[config.mk]
export PLATFORM = sky130hd
export DESIGN_NAME = gb_trace_buffer
export DESIGN_NICKNAME = d
export VERILOG_FILES = /design/src/rtl/gb_trace_pkg.sv /design/src/rtl/gb_trace_ram.sv /design/src/rtl/gb_trace_buffer.sv
export SDC_FILE = /design/constraint.sdc
export NUM_CORES = 2
export LEC_CHECK = 0
export BUFFER_PORTS_ARGS = -buffer_cell sky130_fd_sc_hd__buf_2
export CAP_MARGIN = 20
export CORE_AREA = 5 5 573 348
export CTS_CLUSTER_SIZE = 20
export DETAILED_ROUTE_END_ITERATION = 8
export DIE_AREA = 0 0 578 353
export PLACE_DENSITY = 0.57
export SKIP_LAST_GASP = 1
export SYNTH_ARGS = -nofsm -noshare
export SYNTH_HDL_FRONTEND = slang
export SYNTH_HIERARCHICAL = 1
export SYNTH_SLANG_ARGS = --single-unit
export TNS_END_PERCENT = 5
[constraint.sdc]
create_clock -name clk -period 5.3 [get_ports clk]
set_input_delay 1.06 -clock clk [delete_from_list [all_inputs] [get_ports clk]]
set_output_delay 1.06 -clock clk [all_outputs]
set_load 0.03 [all_outputs]
[src/rtl/gb_trace_pkg.sv]
// gb_trace_pkg: shared types and default sizes for the GameBoy execution-trace recorder
package gb_trace_pkg;
    localparam int TRACE_ADDR_W  = 16;
    localparam int TRACE_IR_W    = 8;
    localparam int TRACE_STATE_W = 6;
    localparam int TRACE_DEPTH   = 64;
    localparam int TRACE_NUM_BP  = 4;
    localparam int TRACE_ENTRY_W = TRACE_ADDR_W + TRACE_IR_W + TRACE_STATE_W;
    typedef struct packed {
        logic [TRACE_ADDR_W-1:0]  pc;
        logic [TRACE_IR_W-1:0]    ir;
        logic [TRACE_STATE_W-1:0] cp_state;
    } trace_entry_t;
    typedef enum logic [1:0] {IDLE, ARMED, POST, FROZEN} trace_state_e;
endpackage

[src/rtl/gb_trace_ram.sv]
// gb_trace_ram: DEPTH x W trace storage with one write port and one registered read port
module gb_trace_ram #(
    parameter int W     = 30,
    parameter int DEPTH = 64
) (
    input  logic                     clk,
    input  logic                     we,
    input  logic [$clog2(DEPTH)-1:0] waddr,
    input  logic [W-1:0]             wdata,
    input  logic                     re,
    input  logic [$clog2(DEPTH)-1:0] raddr,
    output logic [W-1:0]             rdata
);
    logic [W-1:0] mem [DEPTH];
    always_ff @(posedge clk) begin
        if (we) mem[waddr] <= wdata;
        if (re) rdata <= mem[raddr];
    end
endmodule

[src/rtl/gb_trace_buffer.sv]
// gb_trace_buffer: circular instruction-trace recorder with PC breakpoints, trigger-and-freeze and indexed readout
module gb_trace_buffer
    import gb_trace_pkg::*;
#(
    parameter int ADDR_W  = TRACE_ADDR_W,
    parameter int IR_W    = TRACE_IR_W,
    parameter int STATE_W = TRACE_STATE_W,
    parameter int DEPTH   = TRACE_DEPTH,
    parameter int NUM_BP  = TRACE_NUM_BP
) (
    input  logic                            clk,
    input  logic                            rst,
    input  logic                            fetch_vld,
    input  logic [ADDR_W-1:0]               pc,
    input  logic [IR_W-1:0]                 ir,
    input  logic [STATE_W-1:0]              cp_state,
    input  logic                            arm,
    input  logic [$clog2(DEPTH)-1:0]        post_len,
    input  logic [NUM_BP-1:0]               bp_en,
    input  logic [NUM_BP*ADDR_W-1:0]        bp_addr,
    input  logic                            rd_req,
    input  logic [$clog2(DEPTH)-1:0]        rd_idx,
    output logic                            rd_vld,
    output logic [ADDR_W+IR_W+STATE_W-1:0]  rd_data,
    output logic                            rd_err,
    output logic [$clog2(DEPTH):0]          count,
    output logic                            frozen,
    output logic                            halt_req,
    output logic [NUM_BP-1:0]               bp_hit
);
    localparam int AW = $clog2(DEPTH);
    localparam int CW = AW + 1;
    localparam int EW = ADDR_W + IR_W + STATE_W;
    trace_state_e state, state_nxt;
    logic [NUM_BP-1:0] match;
    logic [AW-1:0]     wr_ptr, post_cnt, rd_phys;
    logic [EW-1:0]     ram_q;
    logic              cap, trig;
    for (genvar b = 0; b < NUM_BP; b++) begin : g_bp
        assign match[b] = bp_en[b] && (pc == bp_addr[b*ADDR_W +: ADDR_W]);
    end
    assign trig    = fetch_vld && |match;
    assign cap     = fetch_vld && !arm && (state == ARMED || state == POST);
    assign rd_phys = wr_ptr - count[AW-1:0] + rd_idx;
    assign frozen  = state == FROZEN;
    assign rd_data = (rd_vld && !rd_err) ? ram_q : '0;
    always_ff @(posedge clk) begin
        if (rst) state <= IDLE;
        else     state <= state_nxt;
    end
    // The trigger entry is stored first; post_cnt only counts entries after it.
    always_comb begin
        state_nxt = state;
        if (arm)
            state_nxt = ARMED;
        else if (cap && state == ARMED && trig)
            state_nxt = (post_cnt == '0) ? FROZEN : POST;
        else if (cap && state == POST && post_cnt == AW'(1))
            state_nxt = FROZEN;
    end
    always_ff @(posedge clk) begin
        if (rst) begin
            wr_ptr   <= '0;
            count    <= '0;
            post_cnt <= '0;
            halt_req <= 1'b0;
            bp_hit   <= '0;
            rd_vld   <= 1'b0;
            rd_err   <= 1'b0;
        end else begin
            rd_vld <= rd_req;
            rd_err <= rd_req && ({1'b0, rd_idx} >= count);
            if (arm) begin
                wr_ptr   <= '0;
                count    <= '0;
                post_cnt <= post_len;
                halt_req <= 1'b0;
                bp_hit   <= '0;
            end else begin
                if (cap) begin
                    wr_ptr <= wr_ptr + AW'(1);
                    if (count != CW'(DEPTH)) count <= count + CW'(1);
                    if (state == POST) post_cnt <= post_cnt - AW'(1);
                end
                if (state == ARMED && trig) begin
                    halt_req <= 1'b1;
                    bp_hit   <= bp_hit | match;
                end
            end
        end
    end
    gb_trace_ram #(.W(EW), .DEPTH(DEPTH)) u_ram (
        .clk   (clk),
        .we    (cap),
        .waddr (wr_ptr),
        .wdata ({pc, ir, cp_state}),
        .re    (rd_req),
        .raddr (rd_phys),
        .rdata (ram_q)
    );
endmodule

---- Yosys cells after proc, flatten, opt, wreduce, memory -nomap -nowiden ----
Memories as Yosys holds them, arrays and structs flattened. A register that Yosys moved wholly into a read port is not among the register bits.
Cells that the tools add are included.
operators by class
  add/subtract/negate cells ............... 5
  order comparisons ....................... 1
  equality and inequality tests ........... 9
  muxes and demuxes ....................... 10
  bitwise gates (word level) .............. 1
  reductions and logical operators ........ 26
operators by type and width
  kind                 count
  $eq 16x16->1         4
  $mux 30              1
  $mux 6               3
  $logic_and 1x1->1    14
  $add 7x1->7 const B  1
  $ge 6x7->1           1
  $ne 7x7->1 const B   1
  $add 6x1->6 const B  1
  $add 6x6->6          1
  $eq 6x1->1 const B   1
  $logic_not 6->1      1
  $reduce_bool 2->1    3
  $sub 6x1->6 const B  1
  $sub 6x6->6          1
  $eq 2x2->1 const B   2
  $mux 1               4
  $mux 2               2
  $or 4x4->4           1
  $reduce_and 2->1     2
  $reduce_or 4->1      1
  $reduce_bool 3->1    1
  $eq 2x1->1 const B   1
  $logic_not 1->1      2
  $reduce_or 2->1      1
  $logic_or 1x1->1     1
storage, ports and cells
  flip-flop bits (word level) ............. 28
  memory bits (writable) .................. 1920
  input port bits ......................... 115
  output and inout bits ................... 45
  word-level logic and storage cells ...... 62
  memories kept ........................... 1
memory list
  name       depth  width  rd ports  clocked after memory_dff  wr ports  RTL line            RTL
  u_ram.mem  64     30     1         1                         1         gb_trace_ram.sv:14  logic [W-1:0] mem [DEPTH];

---- Depth between registers and ports, before layout ----
  depth after elaboration ................. 8
  gate-level depth with buffers ........... 17
  depth with buffers taken out ............ 14

---- Cells and area by module ----
Netlist, hierarchy kept.
by module, submodules not included
  module           instances  cells each  area an instance (sq um)
  gb_trace_ram     1          3309        74268.7
  gb_trace_buffer  1          334         2710.1

---- Worst setup path after synthesis ----
No wires, ideal clock.
  path type ............................... input to register
  start ................................... in arm
  end ..................................... mem u_ram.mem[48][0] (enable)
  library setup time ...................... 0.454 ns
  arrival ................................. 3.957 ns
  required time ........................... 4.846 ns
  slack ................................... 0.889 ns
  stages .................................. 5
  path buffers ............................ 1
  cell sequence ........................... nor3b_1 -> buf_2 -> nor2b_1 -> nand4b_1 -> nor3_1
between the ends
  longest elaborated chain between the ends .. 5
ends and longest elaborated chain
  what                            RTL line               RTL
  start: declaration              gb_trace_buffer.sv:17  input logic arm,
  $logic_not 1->1                 gb_trace_buffer.sv:43  assign cap = fetch_vld && !arm && (state == ARMED || state == POST);
  $logic_and 1x1->1 (2 in a row)  gb_trace_buffer.sv:43
  via cap                         gb_trace_buffer.sv:38  logic cap, trig;
  $mux 1                          gb_trace_ram.sv:16     if (we) mem[waddr] <= wdata;
  $mux 1 (not written as such)    gb_trace_ram.sv:16
  end: declaration                gb_trace_ram.sv:14
The timed path passes the listed nets, and every way through them passes these cells.

---- Worst setup path in the final report ----
  start ................................... in rd_idx[1]
  end ..................................... reg u_ram.rdata[9], read port of u_ram.mem, data pin
between the ends
  longest elaborated chain between the ends .. 1
ends and longest elaborated chain
  what                RTL line               RTL
  start: declaration  gb_trace_buffer.sv:22  input logic [$clog2(DEPTH)-1:0] rd_idx,
  $add 6x6->6         gb_trace_buffer.sv:44  assign rd_phys = wr_ptr - count[AW-1:0] + rd_idx;
  via rd_phys[5]      gb_trace_buffer.sv:36  logic [AW-1:0] wr_ptr, post_cnt, rd_phys;
  end: declaration    gb_trace_ram.sv:12     output logic [W-1:0] rdata
The timed path passes the listed nets, and every way through them passes these cells.
A chain may end at the register's enable or synchronous reset.

==> load_flow_metrics.sql <==
INSERT INTO impl_metrics (metric_group, metric, value, unit) VALUES
('global_route', 'grt_pass1_vias', '37930', ''),
('detailed_routing', 'detailedRoute.firstIterationViolations', '3955', ''),
('critical_path', 'crit_path_frequent_cell', 'inv_1', ''),
('critical_path', 'ff2ff_path_depth', '14', ''),
('critical_path', 'critical_path.startpoint_type', 'input pin', ''),
('synthesis', 'ys_seq_elements', '1978', ''),
('clocking', 'cts_tree', 'built', ''),
('layout', 'area.growth.synth_to_final', '14.70', '%'),
('clocking', 'worst_skew_pair.late_latency', '0.83', 'ns'),
('power', 'pwr_density_cell', '380.8', 'nW/um^2'),
('place', 'placed_cell_area', '82520', 'sq um'),
('critical_path', 'max_stage_delay', '0.69', 'ns'),
('synthesis', 'ys.flop_type', 'edfxtp_1', ''),
('clocking', 'cts.reportedPaths.clkPinSlew', '0.06', 'ns'),
('power', 'power.leakage', '28.10', 'nW'),
('synthesis', 'mean_instance_size_in_the_synthesized_netlist', '21.13', 'sq um'),
('critical_path', 'worstPathCellList', 'buf_2 > inv_1 > fa_1 > inv_1 > ha_1 > a21o_1 > a21oi_1 > o21bai_1 > a21oi_1 > xnor2_2 > inv_1 > nand2_1 > buf_4 > a311oi_1 > nor2_1', ''),
('die', 'die_height', '353', 'um'),
('layout', 'layout.cell_area.non_filler', '88290', 'sq um'),
('layout', 'drive_above_1_share', '0.2690', ''),
('clocking', 'post_cts_hold_buffer_count', '0', ''),
('sta', 'layout_min_cycle_time', '4.288', 'ns'),
('sta', 'clock-skew-final', '0.03616', 'ns'),
('detailed_routing', 'dr.max_layer_used', 'met5', ''),
('global_route', 'overflow_after_grt', '0', ''),
('detailed_routing', 'dr_wl_met2', '84810', 'um'),
('sta', 'hold_viol_final', '0', ''),
('synthesis', 'synth_cell_types', '50', ''),
('sta', 'share_of_the_clock_period_used_by_the_worst_path', '0.8091', ''),
('sta', 'fin_setup_tns', '0', 'ns'),
('critical_path', 'cp_slowest_cell', 'a311oi_1', ''),
('layout', 'final_cells', '6746', ''),
('sta', 'unrepaired_setup_endpoints_after_global_routing', 'no', ''),
('clocking', 'max-clock-path-buffers', '4', ''),
('synthesis', 'synthesis.yosys.warnings', '6', ''),
('global_route', 'grt_antenna_before_repair', '18', ''),
('sta', 'max_slew_margin', '0.2867', ''),
('detailed_routing', 'dr_total_vias', '38030', ''),
('clocking', 'cts.repair_timing.setup_buffer_count', '0', ''),
('die', 'die_area', '204000', 'sq um'),
('global_route', 'globalRouteTotalUtil', '0.1908', ''),
('global_route', 'wire_length_of_the_first_global_routing_pass', '283500', 'um'),
('clocking', 'clkSinkCount', '1978', ''),
('worst_hold_path', 'min_path_cells', '2', ''),
('sta', 'achievable-frequency', '233.2', 'MHz'),
('clocking', 'cts_htree_levels', '4', ''),
('critical_path', 'timing.critical_path.arrival', '4.82', 'ns'),
('worst_hold_path', 'min-delay-start', 'bp_hit[2]', ''),
('sta', 'final_max_slew_violation_count', '0', ''),
('sta', 'hold_ws', '0.4635', 'ns'),
('detailed_routing', 'detailedRoute.firstPassIterationCount', '6', ''),
('die', 'boundaryPins', '160', ''),
('synthesis', 'synthesized_nets', '3783', ''),
('synthesis', 'synth_async_sr_flop_share', '0', ''),
('run_status', 'run_status', 'finished, final reports clean', ''),
('die', 'placeableCoreArea', '193000', 'sq um'),
('place', 'dp_hpwl', '123400', 'um'),
('critical_path', 'crit_fanout', '21', ''),
('die', 'floorplan.initialDensity', '0.3989', ''),
('job', 'cap_violations', '0', ''),
('place', 'final_gp_congestion', '0.8044', ''),
('sta', 'setup_violations_final', '0', ''),
('clocking', 'cts_made_buffers', '186', ''),
('critical_path', 'critical_path_class', 'in2reg', ''),
('detailed_routing', 'post_drt_wl_per_cell', '29.28', 'um'),
('synthesis', 'yosysSeqAreaShare', '0.7680', ''),
('critical_path', 'crit-reg2reg-launch', 'wr_ptr[1]', ''),
('detailed_routing', 'detail_route.wirelength.met1', '94810', 'um'),
('power', 'vdd_drop_max', '301.9', 'uV'),
('detailed_routing', 'detailroute.wirelength.met3', '14250', 'um'),
('clocking', 'cts_resized', '0', '');
where the power goes:
group | leakage [nW] | total, mW | switching [mW] | internal, mW
clock network | 2.78 | 12.9 | 5.72 | 7.13
registers | 17.8 | 17.4 | 0.122 | 17.3
logic | 7.55 | 3.36 | 2.02 | 1.34
total | 28.1 | 33.6 | 7.86 | 25.8
state kept, by name, summed over array words and instances (netlist names), 2 cells and up:
register     count
state            2
wr_ptr           6
post_cnt         6
bp_hit           4
count            7
u_ram/mem     1920
u_ram/rdata     30
synthesized netlist by cell type, types with 10 or more instances:
library cell / number / share of area
nor2b_1: 38 / 0.0031
dfxtp_1: 28 / 0.0073
a22oi_1: 111 / 0.011
xnor2_1: 59 / 0.0067
buf_4: 36 / 0.0035
nand2b_1: 10 / 0.00081
nand2_1: 36 / 0.0018
buf_6: 15 / 0.0022
ha_1: 20 / 0.0033
and2_1: 34 / 0.0028
o22ai_1: 42 / 0.0034
mux4_2: 408 / 0.12
a311oi_1: 21 / 0.0024
edfxtp_1: 1950 / 0.76
clkbuf_1: 86 / 0.0042
xor2_1: 22 / 0.0025
mux2i_1: 231 / 0.030
buf_2: 52 / 0.0034
a22o_1: 21 / 0.0024
a21oi_1: 14 / 0.00091
nor4_1: 14 / 0.0011
o21ai_0: 28 / 0.0018
nor3_1: 12 / 0.00078
o221ai_1: 12 / 0.0014
inv_1: 32 / 0.0016
nand3_1: 36 / 0.0023
nor2_1: 161 / 0.0079
nand4_1: 36 / 0.0029
worst max-delay path by stage:
stage / from / to / depth (start not counted)
after floorplan: arm / u_ram/mem[48][0] / 5
after global placement: rd_idx[1] / u_ram/rdata[9] / 15
after detailed placement: rd_idx[1] / u_ram/rdata[9] / 15
after CTS: rd_idx[1] / u_ram/rdata[9] / 15
after global routing: rd_idx[1] / u_ram/rdata[9] / 15
final: rd_idx[1] / u_ram/rdata[9] / 15
stage by stage:
stage	setup slack, ns	power (mW)
6_report	1.012	33.62
3_5_place_dp	0.1193	21.16
3_3_place_gp	0.08148	21.14
2_1_floorplan	0.8890	19.61
5_1_grt	0.8432	34.81
4_1_cts	0.9517	33.96
cell usage in the layout, fill, tap and decap left out, types with 28 or more instances in the layout:
cell type,synthesis,final
edfxtp_1,1950,1950
mux4_2,408,408
mux2i_1,231,231
clkbuf_16,0,189
buf_4,36,169
buf_2,52,159
a22oi_1,111,111
nor2_1,161,95
nor2_4,0,62
xnor2_1,59,56
clkbuf_1,86,46
o22ai_1,42,42
buf_12,0,38
nand4_1,36,36
nand2_1,36,36
nand3_1,36,36
clkinv_1,0,36
and2_1,34,34
inv_1,32,32
nor2b_1,38,32
clkinv_2,0,30
o21ai_0,28,28
dfxtp_1,28,28
kinds of logic after synthesis:
family,share of synthesized area
compound gates,0.02661
fa+ha+maj,0.004551
simple gates,0.02661
xor+xnor,0.009638
flops,0.7680
buf+inv,0.01523
mux,0.1494
layer usage:
layer | up-vias | GRT usage
met3 | 225 | 0.03795
met4 | 4 | 0.03750
met5 | - | 0
met1 | 20590 | 0.3076
met2 | 1350 | 0.2682
li1 | 15860 | -
layout make-up:
type | instances | area (sq um)
Antenna cell | 5 | 12.51
Clock buffer | 235 | 4902
Inverter | 32 | 120.1
Tap cell | 2603 | 3257
Clock inverter | 91 | 799.5
Fill cell | 16200 | 104700
Timing Repair Buffer | 366 | 2825
Sequential cell | 1978 | 59120
Multi-Input combinational cell | 1436 | 17260
critical path: cells and delay by family:
kind,cells,cell delay (ns)
fa+ha+maj,2,0.84
compound gates,5,1.50
xor+xnor,1,0.16
buf+inv,5,0.87
simple gates,2,0.36
No activity file was read; power rests on OpenSTA's default activity.
